## src/rtl/gci_std_display_timing_gen_if.sv

```systemverilog
// Read-stage and panel signals of the display timing generator.
// master = timing generator side, slave = read stage / panel side.
interface gci_std_display_timing_gen_if;
   logic       iDISP_ENA;
   logic       oRD_ENA;
   logic       oRD_SYNC;
   logic       iRD_VALID;
   logic [7:0] iRD_DATA_R;
   logic [7:0] iRD_DATA_G;
   logic [7:0] iRD_DATA_B;
   logic       oDISP_HSYNC;
   logic       oDISP_VSYNC;
   logic       oDISP_DE;
   logic [7:0] oDISP_R;
   logic [7:0] oDISP_G;
   logic [7:0] oDISP_B;
   logic       oUNDERFLOW;

   modport master (
      input  iDISP_ENA, iRD_VALID, iRD_DATA_R, iRD_DATA_G, iRD_DATA_B,
      output oRD_ENA, oRD_SYNC, oDISP_HSYNC, oDISP_VSYNC, oDISP_DE,
             oDISP_R, oDISP_G, oDISP_B, oUNDERFLOW
   );

   modport slave (
      output iDISP_ENA, iRD_VALID, iRD_DATA_R, iRD_DATA_G, iRD_DATA_B,
      input  oRD_ENA, oRD_SYNC, oDISP_HSYNC, oDISP_VSYNC, oDISP_DE,
             oDISP_R, oDISP_G, oDISP_B, oUNDERFLOW
   );
endinterface

```

## src/rtl/gci_std_display_timing_gen.sv

```systemverilog
// Display raster timing: h/v counters, read requests, syncs, DE and registered pixel capture.
// Fixed 3-clock latency counter-to-pins; no backpressure, a missing pixel is shown black and flagged.
module gci_std_display_timing_gen #(
   parameter int P_H_AREA    = 640,
   parameter int P_H_FP      = 16,
   parameter int P_H_SYNC    = 96,
   parameter int P_H_BP      = 48,
   parameter int P_V_AREA    = 480,
   parameter int P_V_FP      = 10,
   parameter int P_V_SYNC    = 2,
   parameter int P_V_BP      = 33,
   parameter bit P_HSYNC_POL = 1'b0,
   parameter bit P_VSYNC_POL = 1'b0
) (
   input  logic                          iCLOCK,
   input  logic                          iRESET,
   gci_std_display_timing_gen_if.master  disp
);
   localparam int H_TOTAL = P_H_AREA + P_H_FP + P_H_SYNC + P_H_BP;
   localparam int V_TOTAL = P_V_AREA + P_V_FP + P_V_SYNC + P_V_BP;

   localparam logic [10:0] H_AREA     = 11'(P_H_AREA);
   localparam logic [10:0] H_SYNC_BEG = 11'(P_H_AREA + P_H_FP);
   localparam logic [10:0] H_SYNC_END = 11'(P_H_AREA + P_H_FP + P_H_SYNC);
   localparam logic [10:0] H_LAST     = 11'(H_TOTAL - 1);
   localparam logic [9:0]  V_AREA     = 10'(P_V_AREA);
   localparam logic [9:0]  V_SYNC_BEG = 10'(P_V_AREA + P_V_FP);
   localparam logic [9:0]  V_SYNC_END = 10'(P_V_AREA + P_V_FP + P_V_SYNC);
   localparam logic [9:0]  V_LAST     = 10'(V_TOTAL - 1);

   typedef enum logic {ST_IDLE = 1'b0, ST_RUN = 1'b1} state_e;

   state_e      state_q, state_d;
   logic [10:0] h_cnt_q, h_cnt_d;
   logic [9:0]  v_cnt_q, v_cnt_d;
   logic        live;
   logic        rd_ena_q, rd_ena_d;
   logic        rd_sync_q, rd_sync_d;
   logic        slot_q, slot_d;
   logic        de_q, de_d;
   logic [1:0]  hs_pipe_q, hs_pipe_d;
   logic [1:0]  vs_pipe_q, vs_pipe_d;
   logic        hsync_q, hsync_d;
   logic        vsync_q, vsync_d;
   logic [23:0] rgb_q, rgb_d;
   logic        uf_q, uf_d;

   always_comb begin
      state_d = state_q;
      h_cnt_d = h_cnt_q;
      v_cnt_d = v_cnt_q;
      // Counter position is only meaningful in RUN cycles that are not being disabled.
      live    = (state_q == ST_RUN) && disp.iDISP_ENA;

      if (!disp.iDISP_ENA) begin
         state_d = ST_IDLE;
         h_cnt_d = '0;
         v_cnt_d = '0;
      end else if (state_q == ST_IDLE) begin
         state_d = ST_RUN;
         h_cnt_d = '0;
         v_cnt_d = '0;
      end else if (h_cnt_q == H_LAST) begin
         h_cnt_d = '0;
         v_cnt_d = (v_cnt_q == V_LAST) ? '0 : v_cnt_q + 10'd1;
      end else begin
         h_cnt_d = h_cnt_q + 11'd1;
      end

      rd_ena_d  = live && (h_cnt_q < H_AREA) && (v_cnt_q < V_AREA);
      rd_sync_d = live && (h_cnt_q == '0) && (v_cnt_q == '0);
      hs_pipe_d = {hs_pipe_q[0], live && (h_cnt_q >= H_SYNC_BEG) && (h_cnt_q < H_SYNC_END)};
      vs_pipe_d = {vs_pipe_q[0], live && (v_cnt_q >= V_SYNC_BEG) && (v_cnt_q < V_SYNC_END)};

      // slot_q marks the cycle in which the read stage answers the request issued a cycle earlier.
      slot_d  = rd_ena_q;
      de_d    = slot_q;
      hsync_d = hs_pipe_q[1] ? P_HSYNC_POL : ~P_HSYNC_POL;
      vsync_d = vs_pipe_q[1] ? P_VSYNC_POL : ~P_VSYNC_POL;
      rgb_d   = (slot_q && disp.iRD_VALID) ?
                {disp.iRD_DATA_R, disp.iRD_DATA_G, disp.iRD_DATA_B} : '0;
      uf_d    = uf_q || (slot_q && !disp.iRD_VALID);
   end

   always_ff @(posedge iCLOCK or posedge iRESET) begin
      if (iRESET) begin
         state_q   <= ST_IDLE;
         h_cnt_q   <= '0;
         v_cnt_q   <= '0;
         rd_ena_q  <= 1'b0;
         rd_sync_q <= 1'b0;
         slot_q    <= 1'b0;
         de_q      <= 1'b0;
         hs_pipe_q <= '0;
         vs_pipe_q <= '0;
         hsync_q   <= ~P_HSYNC_POL;
         vsync_q   <= ~P_VSYNC_POL;
         rgb_q     <= '0;
         uf_q      <= 1'b0;
      end else begin
         state_q   <= state_d;
         h_cnt_q   <= h_cnt_d;
         v_cnt_q   <= v_cnt_d;
         rd_ena_q  <= rd_ena_d;
         rd_sync_q <= rd_sync_d;
         slot_q    <= slot_d;
         de_q      <= de_d;
         hs_pipe_q <= hs_pipe_d;
         vs_pipe_q <= vs_pipe_d;
         hsync_q   <= hsync_d;
         vsync_q   <= vsync_d;
         rgb_q     <= rgb_d;
         uf_q      <= uf_d;
      end
   end

   assign disp.oRD_ENA     = rd_ena_q;
   assign disp.oRD_SYNC    = rd_sync_q;
   assign disp.oDISP_DE    = de_q;
   assign disp.oDISP_HSYNC = hsync_q;
   assign disp.oDISP_VSYNC = vsync_q;
   assign disp.oDISP_R     = rgb_q[23:16];
   assign disp.oDISP_G     = rgb_q[15:8];
   assign disp.oDISP_B     = rgb_q[7:0];
   assign disp.oUNDERFLOW  = uf_q;
endmodule

```

## src/flat_wrapper.sv

```systemverilog
// flat-port wrapper written by rule: the top's interface ports become plain ports
module gci_std_display_timing_gen_flat 
#(
   parameter int P_H_AREA    = 640,
   parameter int P_H_FP      = 16,
   parameter int P_H_SYNC    = 96,
   parameter int P_H_BP      = 48,
   parameter int P_V_AREA    = 480,
   parameter int P_V_FP      = 10,
   parameter int P_V_SYNC    = 2,
   parameter int P_V_BP      = 33,
   parameter bit P_HSYNC_POL = 1'b0,
   parameter bit P_VSYNC_POL = 1'b0
)
  (iCLOCK, iRESET, disp_iDISP_ENA, disp_iRD_VALID, disp_iRD_DATA_R, disp_iRD_DATA_G, disp_iRD_DATA_B, disp_oRD_ENA, disp_oRD_SYNC, disp_oDISP_HSYNC, disp_oDISP_VSYNC, disp_oDISP_DE, disp_oDISP_R, disp_oDISP_G, disp_oDISP_B, disp_oUNDERFLOW);
  gci_std_display_timing_gen_if disp_i ();
  input  logic iCLOCK;
  input  logic iRESET;
  input wire logic [$bits(disp_i.iDISP_ENA)-1:0] disp_iDISP_ENA;
  input wire logic [$bits(disp_i.iRD_VALID)-1:0] disp_iRD_VALID;
  input wire logic [$bits(disp_i.iRD_DATA_R)-1:0] disp_iRD_DATA_R;
  input wire logic [$bits(disp_i.iRD_DATA_G)-1:0] disp_iRD_DATA_G;
  input wire logic [$bits(disp_i.iRD_DATA_B)-1:0] disp_iRD_DATA_B;
  output wire logic [$bits(disp_i.oRD_ENA)-1:0] disp_oRD_ENA;
  output wire logic [$bits(disp_i.oRD_SYNC)-1:0] disp_oRD_SYNC;
  output wire logic [$bits(disp_i.oDISP_HSYNC)-1:0] disp_oDISP_HSYNC;
  output wire logic [$bits(disp_i.oDISP_VSYNC)-1:0] disp_oDISP_VSYNC;
  output wire logic [$bits(disp_i.oDISP_DE)-1:0] disp_oDISP_DE;
  output wire logic [$bits(disp_i.oDISP_R)-1:0] disp_oDISP_R;
  output wire logic [$bits(disp_i.oDISP_G)-1:0] disp_oDISP_G;
  output wire logic [$bits(disp_i.oDISP_B)-1:0] disp_oDISP_B;
  output wire logic [$bits(disp_i.oUNDERFLOW)-1:0] disp_oUNDERFLOW;
  assign disp_i.iDISP_ENA = disp_iDISP_ENA;
  assign disp_i.iRD_VALID = disp_iRD_VALID;
  assign disp_i.iRD_DATA_R = disp_iRD_DATA_R;
  assign disp_i.iRD_DATA_G = disp_iRD_DATA_G;
  assign disp_i.iRD_DATA_B = disp_iRD_DATA_B;
  assign disp_oRD_ENA = disp_i.oRD_ENA;
  assign disp_oRD_SYNC = disp_i.oRD_SYNC;
  assign disp_oDISP_HSYNC = disp_i.oDISP_HSYNC;
  assign disp_oDISP_VSYNC = disp_i.oDISP_VSYNC;
  assign disp_oDISP_DE = disp_i.oDISP_DE;
  assign disp_oDISP_R = disp_i.oDISP_R;
  assign disp_oDISP_G = disp_i.oDISP_G;
  assign disp_oDISP_B = disp_i.oDISP_B;
  assign disp_oUNDERFLOW = disp_i.oUNDERFLOW;
  gci_std_display_timing_gen #(.P_H_AREA(P_H_AREA), .P_H_FP(P_H_FP), .P_H_SYNC(P_H_SYNC), .P_H_BP(P_H_BP), .P_V_AREA(P_V_AREA), .P_V_FP(P_V_FP), .P_V_SYNC(P_V_SYNC), .P_V_BP(P_V_BP), .P_HSYNC_POL(P_HSYNC_POL), .P_VSYNC_POL(P_VSYNC_POL)) u_core (.iCLOCK(iCLOCK), .iRESET(iRESET), .disp(disp_i));
endmodule
```

## config.mk

```make
export PLATFORM = sky130hd
export DESIGN_NAME = gci_std_display_timing_gen_flat
export DESIGN_NICKNAME = d
export VERILOG_FILES = /design/src/rtl/gci_std_display_timing_gen_if.sv /design/src/rtl/gci_std_display_timing_gen.sv /design/src/flat_wrapper.sv
export SDC_FILE = /design/constraint.sdc
export NUM_CORES = 1
export LEC_CHECK = 0
export CORE_MARGIN = 4
export CORE_UTILIZATION = 30
export DETAILED_ROUTE_END_ITERATION = 10
export PLACE_DENSITY = 0.5
export RECOVER_POWER = 100
export SETUP_SLACK_MARGIN = 0.05
export SYNTH_ARGS = -nofsm -noshare
export SYNTH_HDL_FRONTEND = slang
export SYNTH_SLANG_ARGS = --single-unit
```

## constraint.sdc

```tcl
create_clock -name iCLOCK -period 2.85 [get_ports iCLOCK]
set_input_delay 0.7125 -clock iCLOCK [delete_from_list [all_inputs] [get_ports iCLOCK]]
set_output_delay 0.7125 -clock iCLOCK [all_outputs]
set_load 0.01 [all_outputs]
```

Word-level counts from Yosys, hierarchy flattened
Index checks and enable logic that the tools add are counted.
{"block": "totals", "register_bits": 57, "latch_bits": 0, "mem_bits_rw": 0, "mem_bits_ro": 0, "in_bits": 28, "output_inout_bits": 30, "word_cells": 50, "mem_count": 0}
{"block": "classes", "addsub": 2, "n_mul": 0, "div_mod_pow": 0, "magnitude_cmp": 6, "n_eq_ne": 3, "shift": 0, "muxes": 11, "bitwise_logic": 0, "n_reduce_logical": 15}
{"operator": "2-to-1 mux 10 bit", "count": 4}
{"operator": "2-to-1 mux 11 bit", "count": 3}
{"operator": "2-to-1 mux 24 bit", "count": 1}
{"operator": "less-than comparator 11 x 10 -> 1 bit (second input constant)", "count": 2}
{"operator": "less-than comparator 10 x 9 -> 1 bit (second input constant)", "count": 2}
{"operator": "adder 11 x 1 -> 11 bit (second input constant)", "count": 1}
{"operator": "equality test 11 x 10 -> 1 bit (second input constant)", "count": 1}
{"operator": ">= comparator 11 x 10 -> 1 bit (second input constant)", "count": 1}
{"operator": "logical AND 1 bit", "count": 11}
{"operator": "logical NOT 11 bit", "count": 1}
{"operator": "adder 10 x 1 -> 10 bit (second input constant)", "count": 1}
{"operator": "equality test 10 bit (second input constant)", "count": 1}
{"operator": ">= comparator 10 x 9 -> 1 bit (second input constant)", "count": 1}
{"operator": "logical NOT 10 bit", "count": 1}
{"operator": "2-to-1 mux 1 bit", "count": 3}
{"operator": "!= test 3 bit (second input constant)", "count": 1}
{"operator": "logical NOT 1 bit", "count": 1}
{"operator": "logical OR 1 bit", "count": 1}

Logic depth before layout (Yosys ltp)
Gate-level depths: netlist of the first run.
{"block": "depth", "depth_word": 5, "mapped_depth": 6, "depth_no_buf": 6}

Worst setup path before layout of the first run
Ideal clock, no wire load.
{"block": "synth_timing", "kind": "register to register", "startpoint": "register u_core.h_cnt_q[5]", "endpoint": "register u_core.v_cnt_q[4]", "arrival_time_ps": 1978, "required_ps": 2772, "slack_ps": 795, "stages_incl_launch_ff": 6, "n_path_buf": 1, "period_less_slack_ps": 2055, "cell_sequence": "dfrtp_1 > buf_6 > or4_4 > or3_4 > or4b_1 > a21oi_1"}
{"block": "synth_between", "elab_chain_cells": 2}
{"element": "from (decl)", "line": "gci_std_display_timing_gen.sv:34", "rtl": "logic [10:0] h_cnt_q, h_cnt_d;"}
{"element": "from (signal assigned)", "line": "gci_std_display_timing_gen.sv:102", "rtl": "h_cnt_q <= h_cnt_d;"}
{"element": "equality test 11 x 10 -> 1 bit", "line": "gci_std_display_timing_gen.sv:63", "rtl": "end else if (h_cnt_q == H_LAST) begin"}
{"element": "!= test 3 bit (no source line)"}
{"element": "to (signal assigned)", "line": "gci_std_display_timing_gen.sv:103", "rtl": "v_cnt_q <= v_cnt_d;"}
{"element": "to (decl)", "line": "gci_std_display_timing_gen.sv:35", "rtl": "logic [9:0] v_cnt_q, v_cnt_d;"}
Every way passes these cells.
A chain may end at the register's enable or synchronous reset.

Worst setup path after layout of the first run
{"block": "layout_timing", "startpoint": "register u_core.h_cnt_q[7]", "endpoint": "register u_core.v_cnt_q[7]"}
Same word-level chain as after synthesis.

==> impl_results.rst, run 1 <==
.. list-table::
   :header-rows: 1

   * - Metric
     - Value
   * - Sequential share of power
     - a little over half
   * - Final Core Density
     - a little over two fifths
   * - Setup crit start kind
     - flip-flop
   * - Unique cell type count in the Yosys netlist
     - 33
   * - Number of buffers on the longest clock path
     - 2
   * - GR Overflow Total
     - 0
   * - Min cycle time layout
     - 2.22 ns
   * - Switching portion of total power
     - around a quarter
   * - Post-detailed-routing wire length
     - slightly above 5000 um
   * - Crit path capture type
     - flip-flop
   * - Bufs and invs on worst path
     - 0
   * - Arr. time, crit path
     - 2.46 ns
   * - Result of the run
     - finished clean
   * - Final Slew Violations
     - 0
   * - Family with the most delay on the worst path
     - simple AND/OR/NAND/NOR gates
   * - RSZ-0062 raised after global routing
     - no
   * - CTS tree
     - built
   * - Highest clock rate
     - between 400 and 500 MHz
   * - Number of cells produced by synthesis
     - between 200 and 250
   * - Worst vdd rail ir drop
     - about 0.26 mV
   * - PD cells
     - approximately 500 mW/mm^2
   * - Cell seen most often among critical-path stages
     - or4_1
   * - Nets in the synthesized netlist
     - 240
   * - Wire length of the first global-routing pass
     - just over 8000 um
   * - Max-cap viol count
     - 0
   * - Top fanout value on the critical path
     - 15
   * - Cell-internal power
     - 0.00119 W
   * - Final total negative setup slack
     - 0 ns
   * - Root buffer cell
     - clkbuf_8
   * - Vias per inst
     - 4.54
   * - Sequence of cells on the critical path
     - or4_1, o31a_1, or4_1, a21oi_1
   * - Cell area after synthesis
     - between 0.002 and 0.0025 mm^2
   * - Tightest Pin Transition
     - 1.41 ns
   * - Resized cells post-CTS
     - 0
   * - Number of hold buffers added after cts
     - 0
   * - Post-CTS setup buffer count
     - 0
   * - Class of the most critical setup path
     - flip-flop to flip-flop
   * - Share of total power in combinational logic
     - between 6 and 7%
   * - Routed WL per cell
     - around 14 um
   * - P_leak
     - ~1.5 nW
   * - Clk network pwr share
     - 40.3%
   * - Seq/Total Area, Yosys
     - 62.0%
   * - Area added between synthesis and finish
     - 35.2%
   * - Number of design rule violations left after detail routing
     - 0
   * - Clock buffer count from CTS
     - 9
   * - Part of the cycle the worst path needs
     - between 70% and 80%
   * - Vias in the first global route
     - around 1700
   * - Worst slew margin
     - a little under 6%
   * - Fraction of final layout cells sized beyond drive strength 1
     - under 10%
   * - Clock network latency to the later pin of the worst-skew pair
     - 0.32 ns
   * - Setup slack after placement
     - 0.559 ns
   * - Area of the core region
     - around 0.0074 mm^2
   * - Number of synthesized flops with an enable pin
     - 0
   * - H-tree depth
     - 3
   * - Pre-Repair DR Iteration Count
     - 4
   * - Starting density of the core
     - 31.3%
   * - Area of the die
     - roughly 0.0091 mm^2
   * - Final number of setup-violating endpoints
     - 0
   * - Floorplan die width
     - about 96 um
   * - Number of flip-flops and latches in the synthesized netlist
     - between 50 and 60
   * - Count leader, synth
     - dfrtp_1
   * - Largest net degree at the start of global routing
     - 58
   * - I/O Pins
     - 58
   * - Fill cell count
     - between 600 and 700
   * - Cell at the slowest stage of the critical path
     - or4_1
   * - Post-detailed-placement half-perimeter wirelength
     - 3410 um
   * - Async set-reset flop share out of synthesis
     - between 90% and 100%
   * - Synth top area share
     - between 50 and 60%
   * - Routability congestion estimate from global placement
     - ~0.76
   * - Standard-cell row count
     - 31
   * - Antenna violations before repair
     - 0
   * - All-layer global routing usage
     - a little under an eighth
   * - Count of warnings emitted by yosys
     - 0
   * - Number of placed cells counting well taps
     - roughly 360
   * - Total number of clock tree sinks
     - 57
   * - Most frequently used flop master after synthesis
     - dfrtp_1
   * - Number of violations reported at the end of detailed-routing iteration 0
     - between 50 and 60
   * - Maximum cell stage delay along the critical path
     - between 0.5 and 0.6 ns
   * - Die Height
     - 95.7 um
   * - Required @ worst endpoint
     - a little over 3 ns
   * - Leading post-synthesis cells by cell area
     - dfrtp_1, and3_1, nand2_1, nand3_1, dfstp_2
   * - Switching power
     - approximately 0.00038 W
   * - Minimum setup slack in the final design
     - around 0.63 ns
   * - Antenna cells
     - 0
   * - Worst min-delay path category
     - flip-flop to flip-flop
   * - Via count of the routed design
     - 1693
   * - Final cell count without fillers
     - 373
   * - Final layout net count
     - ~300
   * - Worst clock skew
     - 0.00891 ns
   * - Clock input transition at the sequential cells of the worst setup and hold paths
     - about 0.07 ns
   * - Antenna violation net count after detailed routing
     - 0
   * - Number of I/O port buffers
     - 57
   * - Syn Area/Cell
     - approximately 11 um^2
   * - Final hold vios
     - 0
   * - Dominant cell type by area after synthesis
     - dfrtp_1
   * - Top cells by instance count after synthesis
     - dfrtp_1, and3_1, nand2_1, nor2_1, nand3_1
## worst register-to-register path: cells and delay by family, from the launching register on
kind / cells / cell delay, ns
compound gates: 2 / 0.56
simple gates: 2 / 1.13
flops: 1 / 0.46
## power groups by stage
stage	Clock, W	Sequential [W]	Combinational [W]
5_1_grt	0.000691	0.000833	0.000114
2_1_floorplan	0	0.000849	0.0000353
3_3_place_gp	0	0.000847	0.000113
3_5_place_dp	0	0.000847	0.000113
6_report	0.000630	0.000831	0.000103
4_1_cts	0.000653	0.000831	0.000114
## sequential cells by signal (all words and copies together) (netlist names)
signal                   cells
u_core.hs_pipe_q             2
u_core.disp.oRD_ENA          1
u_core.disp.oDISP_HSYNC      1
u_core.disp.oRD_SYNC         1
u_core.disp.oDISP_DE         1
u_core.disp.oUNDERFLOW       1
u_core.disp.oDISP_VSYNC      1
u_core.h_cnt_q              11
u_core.de_d                  1
u_core.rgb_q                24
u_core.v_cnt_q              10
u_core.state_q               1
u_core.vs_pipe_q             2
## final timing paths
path / from / to / slack (ns) / cells after the start
worst min register to register: u_core.hs_pipe_q[0] / u_core.hs_pipe_q[1] / 0.35 / 0
worst max-delay path: u_core.h_cnt_q[7] / u_core.v_cnt_q[7] / 0.63 / 4
min in group asynchronous: iRESET / u_core.rgb_q[13] / 1.33 / 3
max in group asynchronous: iRESET / u_core.h_cnt_q[1] / 0.68 / 3
worst max register to register: u_core.h_cnt_q[7] / u_core.v_cnt_q[7] / 0.63 / 4
worst min-delay path: u_core.hs_pipe_q[0] / u_core.hs_pipe_q[1] / 0.35 / 0
## cells in the final DEF (no fill, tap or decap), drive strengths merged, types with 3 or more instances in the layout
master and n:
a21oi 10, nor2 14, nor3 4, nand2 15, or3 8, dfrtp 55, ha 4, nor4 4
clkdlybuf4s50 24, xnor2 5, dlygate4sd3 33, nand4 5, and3 26, clkbuf 11, or4 3, o21ai 8
nand3 11, inv 9, and2 3, clkinv 5, xor2 4
## per-layer routing
metal	global-route usage [%]	wire, um	vias up
met3	3.55	439	4
met5	0	0	-
met1	16.8	2550	783
met2	16.6	2060	62
li1	-	-	844
met4	4.27	38	0
## kinds of logic (layout without fill, tap and decap cells)
kind of cell,count (synthesis),after routing,synth area share (%)
DFF,57,57,62.0
and+or+nand+nor,98,98,23.7
AOI/OAI and AO/OA,22,22,5.32
xor gates and xnor gates,9,9,3.42
buffers and inverters,18,84,3.37
adders and majority gates,4,4,2.17
## area by class of cell
type | instances | area (um^2) | share of cell area (%)
Timing Repair Buffer | 58 | 576 | 18.5
Tap cell | 99 | 124 | 3.97
Multi-Input combinational cell | 133 | 788 | 25.3
Sequential cell | 57 | 1430 | 45.8
Clock buffer | 10 | 128 | 4.09
Clock inverter | 6 | 35.0 | 1.12
Inverter | 10 | 37.5 | 1.20
## per-stage QoR
step | cell area [um^2] | total power [W] | hold slack, ns
global placement | 2980 | 0.000960 | 0.335
floorplan | 2300 | 0.000884 | 0.331
detailed placement | 2980 | 0.000960 | 0.337
global route | 3120 | 0.00164 | 0.358
finish | 3120 | 0.00156 | 0.347
CTS | 3140 | 0.00160 | 0.349
No activity file was read; power rests on OpenSTA's default activity.
==> run 2: changes to the inputs <==
PLACE_DENSITY = 0.52   (was 0.5)
clock period = 1.8 ns   (was 2.85 ns; I/O delays follow)
==> run 2 against run 1 <==
The run now ends with setup timing left; setup slack got worse by 0.82 ns; die area unchanged; sequential power increased by 58%; critical endpoint unchanged.
==> impl_results.rst, run 2 (same netlist as run 1, synthesis figures left out) <==
.. list-table::
   :header-rows: 1

   * - Metric
     - Value
   * - Standard-cell row count
     - 31
   * - Share of total power in combinational logic
     - 6.3%
   * - Routed WL per cell
     - around 14 um
   * - Via count of the routed design
     - 1820
   * - Min cycle time layout
     - 1.98 ns
   * - Final std cell area, no fill
     - 0.00344 mm^2
   * - Endpoint of the most critical register-to-register path
     - u_core.v_cnt_q[7]
   * - Root buffer cell
     - clkbuf_8
   * - Arr. time, crit path
     - approximately 2.3 ns
   * - Required @ worst endpoint
     - approximately 2.1 ns
   * - GR Overflow Total
     - 0
   * - Post-detailed-placement half-perimeter wirelength
     - 3720 um
   * - Clock input transition at the sequential cells of the worst setup and hold paths
     - ~0.070 ns
   * - Post-Place Cell Area
     - 0.00317 mm^2
   * - Antenna violations before repair
     - 0
   * - Final layout net count
     - ~330
   * - Max-cap viol count
     - 0
   * - Area of the core region
     - 0.00737 mm^2
   * - Area of the die
     - around 0.0091 mm^2
   * - Clock buffer count from CTS
     - 9
   * - Starting density of the core
     - a little under a third
   * - Number of flip-flops in the largest register
     - 24
   * - Maximum cell stage delay along the critical path
     - 0.56 ns
   * - Worst clock skew
     - between 0.008 and 0.009 ns
   * - Worst slew margin
     - 46.6%
   * - Violated checks
     - setup timing
   * - Switching portion of total power
     - 20.4%
   * - Result of the run
     - finished, violations left
   * - Tightest Pin Transition
     - between 0.8 and 0.9 ns
   * - Clk network pwr share
     - slightly below 50%
   * - Worst hold start
     - u_core.vs_pipe_q[0]
   * - Vias in the first global route
     - approximately 1800
   * - Final number of setup-violating endpoints
     - 10
   * - Sequential share of power
     - between 40% and 50%
   * - Pre-Repair DR Iteration Count
     - 4
   * - Worst vdd rail ir drop
     - 0.353 mV
   * - Fill cell count
     - between 700 and 800
   * - Top reg by flops
     - u_core.rgb_q
   * - Part of the cycle the worst path needs
     - 110%
   * - Area added between synthesis and finish
     - 49.5%
   * - Die Height
     - around 96 um
   * - PD cells
     - ~860 mW/mm^2
   * - Register-to-register setup slack
     - -0.18 ns
   * - Cell-internal power
     - around 0.0024 W
   * - Worst min-delay path category
     - flip-flop to flip-flop
   * - Number of instances on the worst hold path
     - 0
   * - Largest net degree at the start of global routing
     - 28
   * - RSZ-0062 raised after global routing
     - yes
   * - Sequence of cells on the critical path
     - or4_4, o31a_4, or4_1, a21oi_1
   * - Final Slew Violations
     - 0
   * - Top fanout value on the critical path
     - 8
   * - Class of the most critical setup path
     - flip-flop to flip-flop
   * - Antenna cells
     - 0
   * - Final Core Density
     - between 40% and 50%
   * - All-layer global routing usage
     - approximately 13%
   * - Crit path capture type
     - flip-flop
   * - Number of violations reported at the end of detailed-routing iteration 0
     - 53
   * - Total number of clock tree sinks
     - 57
   * - CTS tree
     - built
   * - Minimum setup slack in the final design
     - -0.183 ns
   * - Wire length of the first global-routing pass
     - 8820 um
   * - Most frequent cells in the layout
     - dfrtp_1, clkdlybuf4s50_1, and3_1, dlygate4sd3_1, buf_4
   * - Number of design rule violations left after detail routing
     - 0
   * - Fraction of final layout cells sized beyond drive strength 1
     - a little under a fifth
   * - Number of buffers on the longest clock path
     - 2
   * - Post-detailed-routing wire length
     - between 5000 and 6000 um
   * - Reg2reg start
     - u_core.h_cnt_q[5]
   * - Routability congestion estimate from global placement
     - roughly 0.77
   * - Setup crit start kind
     - flip-flop
   * - I/O Pins
     - 58
   * - Clock network latency to the later pin of the worst-skew pair
     - 0.34 ns
   * - Vias per inst
     - about 4.6
   * - Leading cell type in the layout, fill and taps excluded
     - dfrtp_1
   * - Switching power
     - between 0.0006 and 0.0007 W
   * - Highest clock rate
     - approximately 500 MHz
   * - Floorplan die width
     - 95.7 um
   * - Endpoint with the worst hold slack
     - u_core.vs_pipe_q[1]
   * - Cell at the slowest stage of the critical path
     - or4_4
   * - H-tree depth
     - 3
   * - Final hold vios
     - 0
   * - P_leak
     - roughly 1.6 nW
   * - Number of I/O port buffers
     - 57
   * - Antenna violation net count after detailed routing
     - 0
   * - Number of cells traversed by the worst register-to-register path
     - 4
   * - Top flop regs
     - u_core.rgb_q x24, u_core.h_cnt_q x11, u_core.v_cnt_q x10
[run 2: cell types whose count changed in the layout (fill, tap and decap cells not counted), moves of 3 or more]
cell             change
clkinv_2             -3
nand2_1              -3
dlygate4sd3_1        -7
a21oi_2              +5
buf_4               +16
a21oi_1              -5
bufinv_16            +3
clkdlybuf4s50_1      +4
clkbuf_1             +4
buf_6                +3
[run 2: cell type report]
class / count / area, um^2 / share of cell area [%]
multi-input combinational: 133 / 862 / 25.0
tap: 99 / 124 / 3.60
sequential: 57 / 1430 / 41.5
inverter: 10 / 38.8 / 1.13
timing repair buffer: 82 / 747 / 21.7
clock inverter: 5 / 103 / 2.98
clock buffer: 11 / 141 / 4.10
[run 2: stage by stage]
stage	TNS, ns	power, W	setup WS [ns]	cells	hold WS (ns)
floorplan	-1.20	0.00140	-0.216	208	0.331
global placement	-1.71	0.00154	-0.195	380	0.338
detailed placement	-2.03	0.00154	-0.219	380	0.335
CTS	-0.969	0.00303	-0.180	397	0.340
global route	-1.69	0.00309	-0.219	397	0.344
finish	-1.15	0.00296	-0.183	397	0.343
[run 2: power groups by stage]
stage          sequential, W  combinational [W]  clock, W
2_1_floorplan        0.00134          0.0000582         0
3_3_place_gp         0.00134           0.000201         0
3_5_place_dp         0.00134           0.000199         0
4_1_cts              0.00132           0.000206   0.00151
5_1_grt              0.00132           0.000207   0.00157
6_report             0.00131           0.000186   0.00146
[run 2: layer usage]
layer,global-route usage [%],routed length (um),vias up
met2,19.3,2210,69
met3,4.03,474,10
met4,7.46,140,0
met1,16.2,2540,846
li1,-,-,895
met5,0,0,-
[run 2: worst max-delay path by stage]
stage                            from           endpoint  slack (ns)  cells after the start
floorplan           u_core.h_cnt_q[7]  u_core.v_cnt_q[4]       -0.22                      4
global placement    u_core.h_cnt_q[7]  u_core.v_cnt_q[7]       -0.19                      4
global route        u_core.h_cnt_q[5]  u_core.v_cnt_q[9]       -0.22                      4
finish              u_core.h_cnt_q[5]  u_core.v_cnt_q[7]       -0.18                      4
CTS                 u_core.h_cnt_q[5]  u_core.v_cnt_q[9]       -0.18                      4
detailed placement  u_core.h_cnt_q[7]  u_core.v_cnt_q[9]       -0.22                      4
[run 2: what timing repair did]
item / in CTS / in global routing
buffers inserted: 1 / 0
gates resized for setup: 13 / 9
hold buffers: 0 / 0
pin swaps: 9 / 4
setup endpoints to repair: 17 / 14
[run 2: worst max-delay path: cells and delay by family (launching register included)]
kind | cells | cell delay [ns]
and+or+nand+nor | 2 | 1.06
AOI/OAI and AO/OA | 2 | 0.48
DFF | 1 | 0.38
==> run 3: changes to the inputs <==
HOLD_SLACK_MARGIN = 0.02   (was not set)
==> results of run 3 <==
Final layout, timing and power as in run 2 (identical DEF).
==> RTL change 1: new RTL, settings of run 1 <==
`P_VSYNC_POL` is set to 1'b0 in 2 places; all go to 1'b1.
--- a/src/rtl/gci_std_display_timing_gen.sv
+++ b/src/rtl/gci_std_display_timing_gen.sv
@@ -10,7 +10,7 @@
    parameter int P_V_SYNC    = 2,
    parameter int P_V_BP      = 33,
    parameter bit P_HSYNC_POL = 1'b0,
-   parameter bit P_VSYNC_POL = 1'b0
+   parameter bit P_VSYNC_POL = 1'b1
 ) (
    input  logic                          iCLOCK,
    input  logic                          iRESET,
--- a/src/flat_wrapper.sv
+++ b/src/flat_wrapper.sv
@@ -10,7 +10,7 @@
    parameter int P_V_SYNC    = 2,
    parameter int P_V_BP      = 33,
    parameter bit P_HSYNC_POL = 1'b0,
-   parameter bit P_VSYNC_POL = 1'b0
+   parameter bit P_VSYNC_POL = 1'b1
 )
   (iCLOCK, iRESET, disp_iDISP_ENA, disp_iRD_VALID, disp_iRD_DATA_R, disp_iRD_DATA_G, disp_iRD_DATA_B, disp_oRD_ENA, disp_oRD_SYNC, disp_oDISP_HSYNC, disp_oDISP_VSYNC, disp_oDISP_DE, disp_oDISP_R, disp_oDISP_G, disp_oDISP_B, disp_oUNDERFLOW);
   gci_std_display_timing_gen_if disp_i ();
Function: changed (Yosys sat finds a counterexample within 4 cycles, from zero or initial values and one cycle with iRESET high).
==> RTL change 1 against run 1 <==
Critical path depth up 1; die area is 0.94% higher; sequential cell count stayed put; routed wire length is 0.79% higher; design area increased by 2.9%; combinational power is essentially flat; synthesized area is 1.0% higher; power is 16% higher; setup slack got worse by 78 ps; sequential power about the same; critical path type unchanged.
==> RTL change 1: results (changes against run 1) <==
Parameter                              Value

GRT
  Met2 global-route usage    17.83% (+1.2 points)
  Total routing usage reported by global routing    12.00% (+0.26 points)
  Largest net degree at the start of global routing    58 (unchanged)
  Number of global-route vias before repair    1,690 (+0.059%)
  GR Layer Usage met3    3.284% (-0.27 points)
  Wire length of the first global-routing pass    8.390 mm (+1.8%)
  Met1 track demand over resource in global routing    16.27% (-0.56 points)

Drt
  Number of DRC markers in iteration 0    45 (-17%)
  DR vias    1,729 (+2.1%)
  Total Wirelength    5.128 mm (+0.79%)

Finish
  Layout net count    298 (-1.0%)
  Biggest registers after layout    u_core.rgb_q: 24 flops, u_core.h_cnt_q: 11 flops, u_core.v_cnt_q: 10 flops
  Fraction of layout cells with a size suffix above 1    8.118% (+1.2 points)

Pwr
  Leakage power    1.515 nW (+3.6%)
  Maximum ir drop on the vdd rail    192.6 uV (-27%)

Yosys
  Cell types with the highest counts after synthesis    56 x sky130_fd_sc_hd__dfrtp_1, 28 x sky130_fd_sc_hd__and3_1, 13 x sky130_fd_sc_hd__nand2_1, 13 x sky130_fd_sc_hd__nand3_1, 13 x sky130_fd_sc_hd__nor2_1
  Synthesized netlist net count    237 (-1.3%)
  Post-synth ARST share    100.0% (unchanged)
  Most area-consuming cells after synthesis    sky130_fd_sc_hd__dfrtp_1 60%, sky130_fd_sc_hd__and3_1 7.5%, sky130_fd_sc_hd__nand3_1 2.8%, sky130_fd_sc_hd__a21oi_1 2.1%, sky130_fd_sc_hd__ha_1 2.1%
  Post-synthesis cell type count    35 (+6.1%)

Setup path
  Largest stage delay on the critical path    800 ps (+210 ps)
  Gate family responsible for the most delay along the worst path    compound AO/OA/AOI/OAI gates
  Reg-to-reg setup timing slack    550 ps (-80 ps)
  Reg2reg path depth    5 (+1)
  End of the worst register-to-register path    u_core.v_cnt_q[3]$_DFFE_PP0P_
  Worst setup path startpoint    u_core.h_cnt_q[0]$_DFF_PP0_
  Slowest CP cell    sky130_fd_sc_hd__o21ai_0
  Maximum net fanout on the critical path    8 (-7)

Clock tree
  Number of buffers created by CTS    9 (unchanged)
  Clock latency reported for the late side of the worst-skew pair    340 ps (+20 ps)

Worst hold path
  Worst min-delay path endpoint    u_core.vs_pipe_q[1]$_DFF_PP0_
  Path category of the worst min-delay check    flop to flop
  Hold wc startpoint    u_core.vs_pipe_q[0]$_DFF_PP0_

Status
  Outcome    complete, no violations

Timing
  Transition time of the tightest slew-check pin    1394 ps (-18.31 ps)
  WHS    347.7 ps (+0.8020 ps)
  Clock skew after layout    10.73 ps (+1.820 ps)

Place
  GPL Wtd Cong    0.8110 (+6.4%)
  HPWL after DPL    3.378 mm (-0.83%)
==> RTL change 1: stage by stage <==
stage               instance area (sq um)  instances  utilization [%]  power, mW  setup slack [ps]
global route                         3207        370            43.29      1.890             324.6
global placement                     2993        354            40.40     0.9612             604.9
detailed placement                   2993        354            40.40     0.9613             563.8
finish                               3207        370            43.29      1.812             553.9
floorplan                            2328        205                -     0.8854             739.5
CTS                                  3223        370            43.51      1.851             727.7
==> RTL change 1: kinds of logic (layout without fill, tap and decap cells) <==
group | after synthesis | count (layout) | share of synthesized area (%)
AOI/OAI and AO/OA | 22 | 22 | 5.749
DFF | 57 | 57 | 61.31
xor gates and xnor gates | 9 | 9 | 3.385
and+or+nand+nor | 97 | 97 | 23.97
adders and majority gates | 4 | 4 | 2.149
buffers and inverters | 16 | 82 | 3.439
==> RTL change 1: cell type report <==
cell class,count,area [sq um],share of cell area [%]
Multi-Input combinational cell,132,819.5,25.56
Tap cell,99,123.9,3.863
Clock inverter,4,75.07,2.341
Inverter,8,30.03,0.9364
Timing Repair Buffer,58,575.6,17.95
Sequential cell,57,1428,44.52
Clock buffer,12,155.1,4.838
==> RTL change 1: where the power goes <==
part,switching (mW),leakage [nW],internal [mW]
clock network,0.337,0.109,0.541
registers,0.00878,0.774,0.822
logic,0.0479,0.631,0.0554
total,0.394,1.51,1.42
==> RTL change 1: metal layers <==
layer	vias up	share of wire, %
met5	-	0
met4	0	1.2
met3	6	8.6
met2	67	42
met1	817	48
li1	839	-
==> RTL change 2: new RTL, flow settings as in run 1 <==
Without the edit above. `rgb_q` no longer has a reset.
--- a/src/rtl/gci_std_display_timing_gen.sv
+++ b/src/rtl/gci_std_display_timing_gen.sv
@@ -95,7 +95,6 @@
          vs_pipe_q <= '0;
          hsync_q   <= ~P_HSYNC_POL;
          vsync_q   <= ~P_VSYNC_POL;
-         rgb_q     <= '0;
          uf_q      <= 1'b0;
       end else begin
          state_q   <= state_d;
@@ -109,9 +108,12 @@
          vs_pipe_q <= vs_pipe_d;
          hsync_q   <= hsync_d;
          vsync_q   <= vsync_d;
-         rgb_q     <= rgb_d;
          uf_q      <= uf_d;
       end
+   end
+
+   always_ff @(posedge iCLOCK) begin
+      rgb_q <= rgb_d;
    end
 
    assign disp.oRD_ENA     = rd_ena_q;
Function: differs if iRESET is asserted again (counterexample within 10 cycles, from zero or initial values and one cycle with iRESET high); with iRESET held inactive, the same outputs for 10 cycles.
==> RTL change 2 against run 1 <==
Sequential cell count did not move; global-route usage rose by 0.76 points; setup slack worse by 65 ps; count of clock-buffer cells in the layout increased by 2; hold slack hardly changed; routed wire length rose by 0.65%; power increased by 6.5%; design area fell by 1.9%; non-clock buffer count unchanged; synthesized area fell by 5.1%; largest power group unchanged.
==> RTL change 2: results (changes against run 1) <==
Parameter                              Value

Yosys
  Xor-xnor portion of the synthesized cell area    4.005% (+0.58 points)
  Average instance area after synthesis    10.94 sq um (-1.3%)
  Post-synth ARST share    57.89% (-42 points)
  Cell types with the highest counts after synthesis    31 x sky130_fd_sc_hd__and3_1, 31 x sky130_fd_sc_hd__dfrtp_1, 24 x sky130_fd_sc_hd__dfxtp_1
  Register area share after synthesis    59.84% (-2.2 points)
  Area fraction in compound gates after synthesis    5.378% (+0.057 points)
  Most area-consuming cells after synthesis    sky130_fd_sc_hd__dfrtp_1 35%, sky130_fd_sc_hd__dfxtp_1 22%, sky130_fd_sc_hd__and3_1 8.9%, sky130_fd_sc_hd__nand3_1 2.5%, sky130_fd_sc_hd__dfstp_2 2.4%
  Synthesized netlist net count    232 (-3.3%)

Finish
  Clock Buffer Count    12 (+2)
  Signal inverters    9 (-1)
  Share of the final layout cell area in sequential cells    42.80% (-3.0 points)
  Proportion of cell area occupied by multi-input gates    26.80% (+1.5 points)
  NonClk Buf Share    18.82% (+0.36 points)
  Number of multi-input combinational cells    128 (-3.8%)

Place
  HPWL after DPL    3.511 mm (+3.1%)
  GPL Wtd Cong    0.7902 (+3.7%)

GRT
  Total routing usage reported by global routing    12.50% (+0.76 points)
  Wire length of the first global-routing pass    8.459 mm (+2.7%)
  GR Layer Usage met3    3.218% (-0.33 points)
  Largest net degree at the start of global routing    34 (-41%)
  Number of global-route vias before repair    1,612 (-4.6%)

Pwr
  Ratio of total power to cell area    544.8 nW/um^2 (+8.6%)
  Reg power frac    49.6% (-3.5 points)
  Switching power    0.3809 mW (+0.87%)

Status
  Outcome    complete, no violations

Drt
  DR vias    1,719 (+1.5%)
  Routed met2 length    2.014 mm (-2.4%)
  Detail-routed net length per standard cell    14.07 microns (+3.1%)

Timing
  Transition time of the tightest slew-check pin    994.2 ps (-418.0 ps)

Setup path
  Gate family responsible for the most delay along the worst path    compound AO/OA/AOI/OAI gates
  Reg-to-reg setup timing slack    570 ps (-60 ps)
## RTL change 2: cell count changes after synthesis, sizes merged, moves of 2 or more
cell    change
nand4       -2
nand2       -7
dfrtp      -24
a21oi       -2
or3         -3
dfxtp      +24
and3        +5
nand4b      +2
nor2        -2
## RTL change 2: worst max-delay path by stage
stage / from / slack (ps) / to / cells past startpoint
CTS: u_core.disp.oDISP_VSYNC$_DFF_PP1_ / 720 / disp_oDISP_VSYNC / 1
detailed placement: disp_iDISP_ENA / 520 / u_core.v_cnt_q[5]$_DFFE_PP0P_ / 5
global route: u_core.h_cnt_q[0]$_DFF_PP0_ / 310 / u_core.v_cnt_q[3]$_DFFE_PP0P_ / 5
global placement: disp_iDISP_ENA / 530 / u_core.v_cnt_q[7]$_DFFE_PP0P_ / 5
floorplan: u_core.h_cnt_q[0]$_DFF_PP0_ / 1150 / u_core.v_cnt_q[7]$_DFFE_PP0P_ / 5
finish: u_core.h_cnt_q[0]$_DFF_PP0_ / 570 / u_core.v_cnt_q[0]$_DFFE_PP0P_ / 5
